### src/rtl/cpu_clock_ctrl.sv
// cpu_clock_ctrl: glitch-free CPU clock source for the tc140l core.
// Run mode produces a free-running square wave. Step mode produces one
// clock pulse per debounced push-button press. A 16-bit count of cpu_clk
// rising edges is exported for the display mux.
module cpu_clock_ctrl #(
    parameter int CLK_HZ           = 50_000_000,
    parameter int RUN_HZ           = 1,
    parameter int DEBOUNCE_CYCLES  = 1_000_000,
    parameter int STEP_HIGH_CYCLES = 25_000_000
) (
    input  logic        clock,
    input  logic        reset,
    input  logic        run_mode,
    input  logic        step_n,
    output logic        cpu_clk,
    output logic        cpu_tick,
    output logic        step_busy,
    output logic [15:0] tick_count
);

    localparam int HALF      = CLK_HZ / (2 * RUN_HZ);
    localparam int PHASE_MAX = (HALF > STEP_HIGH_CYCLES) ? HALF : STEP_HIGH_CYCLES;
    localparam int CW        = $clog2(PHASE_MAX) + 1;
    localparam int DW        = $clog2(DEBOUNCE_CYCLES) + 1;

    localparam logic [CW-1:0] HALF_LAST = CW'(HALF - 1);
    localparam logic [CW-1:0] STEP_LAST = CW'(STEP_HIGH_CYCLES - 1);
    localparam logic [DW-1:0] DB_LAST   = DW'(DEBOUNCE_CYCLES - 1);

    typedef enum logic {
        LOW  = 1'b0,
        HIGH = 1'b1
    } state_t;

    logic [1:0]    run_sync;
    logic [1:0]    step_sync;
    logic          run_s;
    logic          step_s;

    logic          db_level;
    logic [DW-1:0] db_cnt;
    logic          db_hit;
    logic          press;

    state_t        state;
    state_t        state_nxt;
    logic [CW-1:0] cnt;
    logic [CW-1:0] cnt_nxt;
    logic          mode;
    logic          mode_nxt;
    logic          pending;
    logic          pending_nxt;
    logic          rise;

    assign run_s  = run_sync[1];
    assign step_s = step_sync[1];

    // Two-flop synchronizers for the asynchronous switch and button; both rest at "released".
    always_ff @(posedge clock or posedge reset) begin
        if (reset) begin
            run_sync  <= 2'b11;
            step_sync <= 2'b11;
        end else begin
            run_sync  <= {run_sync[0], run_mode};
            step_sync <= {step_sync[0], step_n};
        end
    end

    // The accepted level flips on the last of DEBOUNCE_CYCLES consecutive differing samples.
    assign db_hit = (step_s != db_level) && (db_cnt == DB_LAST);
    assign press  = db_hit && db_level;

    // Debounce counter: any sample matching the accepted level restarts the count.
    always_ff @(posedge clock or posedge reset) begin
        if (reset) begin
            db_level <= 1'b1;
            db_cnt   <= '0;
        end else if (step_s == db_level) begin
            db_cnt   <= '0;
        end else if (db_hit) begin
            db_level <= step_s;
            db_cnt   <= '0;
        end else begin
            db_cnt   <= db_cnt + DW'(1);
        end
    end

    // Next-state logic: the mode is only re-latched in LOW, so a HIGH phase always runs to length.
    always_comb begin
        state_nxt   = state;
        cnt_nxt     = cnt;
        mode_nxt    = mode;
        pending_nxt = pending;
        rise        = 1'b0;

        if (run_s) begin
            pending_nxt = 1'b0;
        end else if (press) begin
            pending_nxt = 1'b1;
        end

        case (state)
            LOW: begin
                mode_nxt = run_s;
                if (run_s ? (cnt >= HALF_LAST) : pending) begin
                    state_nxt   = HIGH;
                    cnt_nxt     = '0;
                    rise        = 1'b1;
                    pending_nxt = 1'b0;
                end else if (cnt < HALF_LAST) begin
                    cnt_nxt = cnt + CW'(1);
                end
            end
            HIGH: begin
                if (cnt == (mode ? HALF_LAST : STEP_LAST)) begin
                    state_nxt = LOW;
                    cnt_nxt   = '0;
                end else begin
                    cnt_nxt = cnt + CW'(1);
                end
            end
            default: begin
                state_nxt = LOW;
                cnt_nxt   = '0;
            end
        endcase
    end

    // State, phase counter, tick strobe and tick counter registers.
    always_ff @(posedge clock or posedge reset) begin
        if (reset) begin
            state      <= LOW;
            cnt        <= '0;
            mode       <= 1'b1;
            pending    <= 1'b0;
            cpu_tick   <= 1'b0;
            tick_count <= 16'd0;
        end else begin
            state    <= state_nxt;
            cnt      <= cnt_nxt;
            mode     <= mode_nxt;
            pending  <= pending_nxt;
            cpu_tick <= rise;
            if (rise) begin
                tick_count <= tick_count + 16'd1;
            end
        end
    end

    assign cpu_clk   = (state == HIGH);
    assign step_busy = pending | ((state == HIGH) & ~mode);

endmodule
### config.mk
export PLATFORM = sky130hd
export DESIGN_NAME = cpu_clock_ctrl
export DESIGN_NICKNAME = d
export VERILOG_FILES = /design/src/rtl/cpu_clock_ctrl.sv
export SDC_FILE = /design/constraint.sdc
export NUM_CORES = 1
export LEC_CHECK = 0
export CAP_MARGIN = 10
export CORE_MARGIN = 1.5
export CORE_UTILIZATION = 55
export CTS_CLUSTER_DIAMETER = 50
export CTS_CLUSTER_SIZE = 30
export DETAILED_ROUTE_END_ITERATION = 7
export HOLD_SLACK_MARGIN = 0.12
export PLACE_DENSITY_LB_ADDON = 0.2
export SKIP_LAST_GASP = 1
export SLEW_MARGIN = 20
export SYNTH_ARGS = -nofsm -noshare
export SYNTH_HDL_FRONTEND = slang
export SYNTH_SLANG_ARGS = --single-unit
### constraint.sdc
create_clock -name clock -period 7.96 [get_ports clock]
set_input_delay 2.388 -clock clock [delete_from_list [all_inputs] [get_ports clock]]
set_output_delay 2.388 -clock clock [all_outputs]
set_load 0.005 [all_outputs]
Word level (Yosys, flattened, before mapping)

Index checks and enable logic that the tools add are counted.

Output and inout port bits: 19
Logic and storage cells: 43
Register bits: 72
Bits of input ports: 4

Equality and inequality tests: 5
Bitwise logic cells: 5
$lt $le $gt $ge: 2
Reduce and logical (&&, ||, !) cells: 3
Add/subtract/negate cells: 3
Multiplexer cells: 15

Operator list:

| cell                    | count |
|---|---|
| $mux W26                | 3 |
| $pmux W26 S2            | 1 |
| $mux W21                | 2 |
| $add A26 B1 Y26 const B | 1 |
| $eq A26 B25 Y1 const B  | 1 |
| $ge A26 B25 Y1 const B  | 1 |
| $lt A26 B25 Y1 const B  | 1 |
| $add A21 B1 Y21 const B | 1 |
| $eq A21 B20 Y1 const B  | 1 |
| $add A16 B1 Y16 const B | 1 |
| $mux W1                 | 8 |
| $ne A3 B3 Y1 const B    | 1 |
| $not A1 Y1              | 3 |
| $logic_and A1 B1 Y1     | 2 |
| $pmux W1 S2             | 1 |
| $reduce_and A2 Y1       | 1 |
| $and A1 B1 Y1           | 1 |
| $eq A1 B1 Y1            | 1 |
| $ne A1 B1 Y1            | 1 |
| $or A1 B1 Y1            | 1 |

Depth between registers and ports, before layout

Depth after elaboration: 7
Gate-level depth with buffers: 8
Depth with buffers taken out: 8

Worst setup path after synthesis

No wires, ideal clock.

Path kind: register to output
Start point: register state, in the netlist cpu_clk
End point: output step_busy
Arrival time: 0.645 ns
Slack: 4.927 ns
Path buffers: 0
Cell stages (with the launch flop): 3
Data required time: 5.572 ns
Cell sequence: dfrtp_1 -> inv_1 -> o21bai_1

Longest elaborated chain between the ends: 2

RTL lines:

| element                | line | source |
|---|---|---|
| from (decl)            | 45   | `state_t state;` |
| from (signal assigned) | 139  | `state <= state_nxt;` |
| $and A1 B1 Y1          | 151  | `assign step_busy = pending \| ((state == HIGH) & ~mode);` |
| $or A1 B1 Y1           | 151  |  |
| to (decl)              | 17   | `output logic step_busy,` |

No other way between the ends.

Worst setup path in the final report

Ends and elaborated chain as after synthesis.

==> run metrics <==
status complete, no violations; Max Fclk 0.251 GHz; CP max stage cell clkdlybuf4s50_1; RSZ-0062 raised after global routing false; fin. max-slew vios 0; syn_nets 355; yosys warns 0; Num CTS Buffers 9; register area share after synthesis 51.2%; share of cells above drive strength 1 10.0%; max-cap viol count 0; crit path kind reg -> out; area grow syn2layout 16.7%; clock skew 10.2 ps; power per cell area 232 nW/µm²; Least-Margin Pin Slew 890 ps; number of fill cells 525; Netlist Area Pre-Place 3530 µm²; data required time of the critical path 5570 ps; VDD IR-drop max 0.214 mV; first-pass GRT wire length 12100 µm; vias per cell 5.81; worst min path class reg -> reg; Leak 0.00178 µW; startpoint types flip-flop; root buffer cell clkbuf_8; Num Clock Sinks 72; Min-Delay Endpoint run_sync[1]; Reg2Reg Depth 6; maximum number of pins on one net before global-route repair 73; Reg2Reg Capture Point cnt[13]; Final setup viols 0; IO buf count 22; worst-path cell chain inv_1, o21bai_1, clkdlybuf4s50_1; CP endpoint kind output pin; gr usage total 21.5%; CTS Hold Bufs 0; I/O pin cnt 23; R2R setup slack 5130 ps; Clock Path Buffers 2; Setup TNS 0 ps; Synth Instances 348; # rows 29; min-delay src run_sync[0]; Die Span X 83.1 µm; arrival time worst endpoint 1590 ps; DP HPWL 4410 µm; synthesized area per cell 10.1 µm²; NumNets Final 382; Residual DRC 0; initial antenna violation count 0; gr ovfl total 0; vias after detailed routing 2655; CTS tree built; CP max FO 6; Final period util 50.0%; Multi-input gate area 1660 µm²; die area 6910 µm²; H-tree levels 3; reg-to-reg startpoint cnt[11]; synth unique cells 44; CP delay by family, top buffers and inverters; post-cts gate resize count 0; number of enable flip-flop cells after synthesis 0; DRT antenna net count 0; Worst Path Buf+Inv 2; Worst-path clk slew 70 ps; starting density of the core 56.2%; drt total wl 6810 µm; Hold Path Depth 0; ys async rst share 100%; crit path time final 3980 ps; crit-path max cell delay 530 ps; DR iter-0 viols 149; Fin. Hold Viols 0; hold_ws 357 ps; Die Y 83.1 µm; register area 1810 µm²; 1st-pass router iterations 4; postcts setup bufs 0; Worst-Skew Late Latency 340 ps; register bit total from synthesis 72; core area 6280 µm²; Placer Congestion 0.782; ys flop type dfrtp_1; Antenna diodes 0; Routed WL per cell 14.9 µm; max_slew headroom 40.7%; vias in the first global route 2648
==> state kept, by name, summed over array words and instances, names as in the netlist <==
signal,cells
cpu_clk,1
db_level,1
db_cnt,21
run_sync,2
mode,1
pending,1
tick_count,16
cpu_tick,1
step_sync,2
cnt,26
==> synthesized netlist by cell type, types with 2 or more instances <==
library cell / number / share of area, %
a21oi_1: 11 / 1.6
nor4b_1: 2 / 0.50
dfrtp_1: 66 / 47
nor2_1: 49 / 5.2
dfstp_2: 6 / 4.5
o211ai_1: 2 / 0.43
inv_1: 7 / 0.74
and3_1: 10 / 1.8
nor3_1: 10 / 1.4
clkbuf_1: 5 / 0.53
nor4_1: 7 / 1.2
xor2_1: 35 / 8.7
or2_2: 3 / 0.53
nand4_1: 11 / 1.9
o21bai_1: 3 / 0.64
xnor2_1: 16 / 4.0
o21ai_1: 4 / 0.57
nand2_1: 26 / 2.8
ha_1: 3 / 1.1
buf_2: 2 / 0.28
o21ai_0: 10 / 1.4
mux2_2: 2 / 0.64
o2111ai_1: 6 / 1.5
or3_1: 8 / 1.4
and4_1: 5 / 1.2
nand3_1: 21 / 3.0
==> cell families after synthesis <==
logic type	after synthesis	share of synthesized area, %
AO/OA/AOI/OAI	43	8.47
XOR/XNOR	51	12.7
adder cells (fa/ha/maj)	3	1.06
buffers and inverters	16	1.98
flip-flops	72	51.2
multiplexers	3	0.921
AND/OR/NAND/NOR	160	23.7
==> power by group <==
part / internal [µW] / switching (µW)
clock: 273 / 141
combinational: 55.5 / 56.1
sequential: 399 / 32.8
total: 727 / 230
==> layout make-up <==
cell class	instances	share of cell area (%)
clock buffers	9	3.01
flip-flops and latches	72	43.9
inverters	8	0.729
well taps	77	2.34
multi-input cells	260	40.2
clock inverters	7	4.07
repair buffers	24	5.71
==> worst reg2reg max path, stage by stage (launching register included) <==
cell      delay [ps]
dfrtp_1          450
and4_4           240
a221o_1          390
a221oi_4         730
nor2_1           350
or3_1            440
a21oi_1          160
==> worst max-delay path by stage <==
stage | cells past startpoint | to | slack, ps | from
6_report | 3 | step_busy | 3980 | cpu_clk
5_1_grt | 3 | step_busy | 3930 | cpu_clk
4_1_cts | 3 | step_busy | 3960 | cpu_clk
3_5_place_dp | 3 | cnt[3] | 4320 | reset
3_3_place_gp | 3 | cnt[3] | 4350 | reset
2_1_floorplan | 1 | cnt[0] | 3760 | reset
==> per-stage QoR <==
| step | worst slack [ps] | utilization (%) | instance area (µm²) | power [µW] | std cells |
|---|---|---|---|---|---|
| floorplan | 3760 | - | 3530 | 501 | 348 |
| global placement | 4350 | 60.9 | 3820 | 543 | 441 |
| detailed placement | 4320 | 60.9 | 3820 | 547 | 441 |
| CTS | 3960 | 65.5 | 4110 | 964 | 457 |
| global route | 3930 | 65.6 | 4120 | 998 | 457 |
| finish | 3980 | 65.6 | 4120 | 956 | 457 |
==> metal layers <==
metal	share of wire (%)	GRT usage, %
met1	48	29.8
met2	47	33.5
met5	0	0
met4	1.5	7.88
met3	3.9	4.57
==> layout by cell type (no fill, tap or decap), types with 3 or more instances in the layout <==
cell and n:
ha_1 3, bufinv_16 5, or2_2 3, clkbuf_8 9
xor2_1 35, or3_1 8, o21ai_0 10, nor3_1 10
dfrtp_1 66, clkdlybuf4s50_1 22, nand2_1 26, nand3_1 21
inv_1 6, nor4_1 6, nor2_1 49, and3_1 10
o2111ai_1 6, xnor2_1 16, and4_1 5, nand4_1 11
dfstp_2 6, a21oi_1 11, o21bai_1 3, o21ai_1 4
Note: power is estimated with default switching activity, not from simulation.
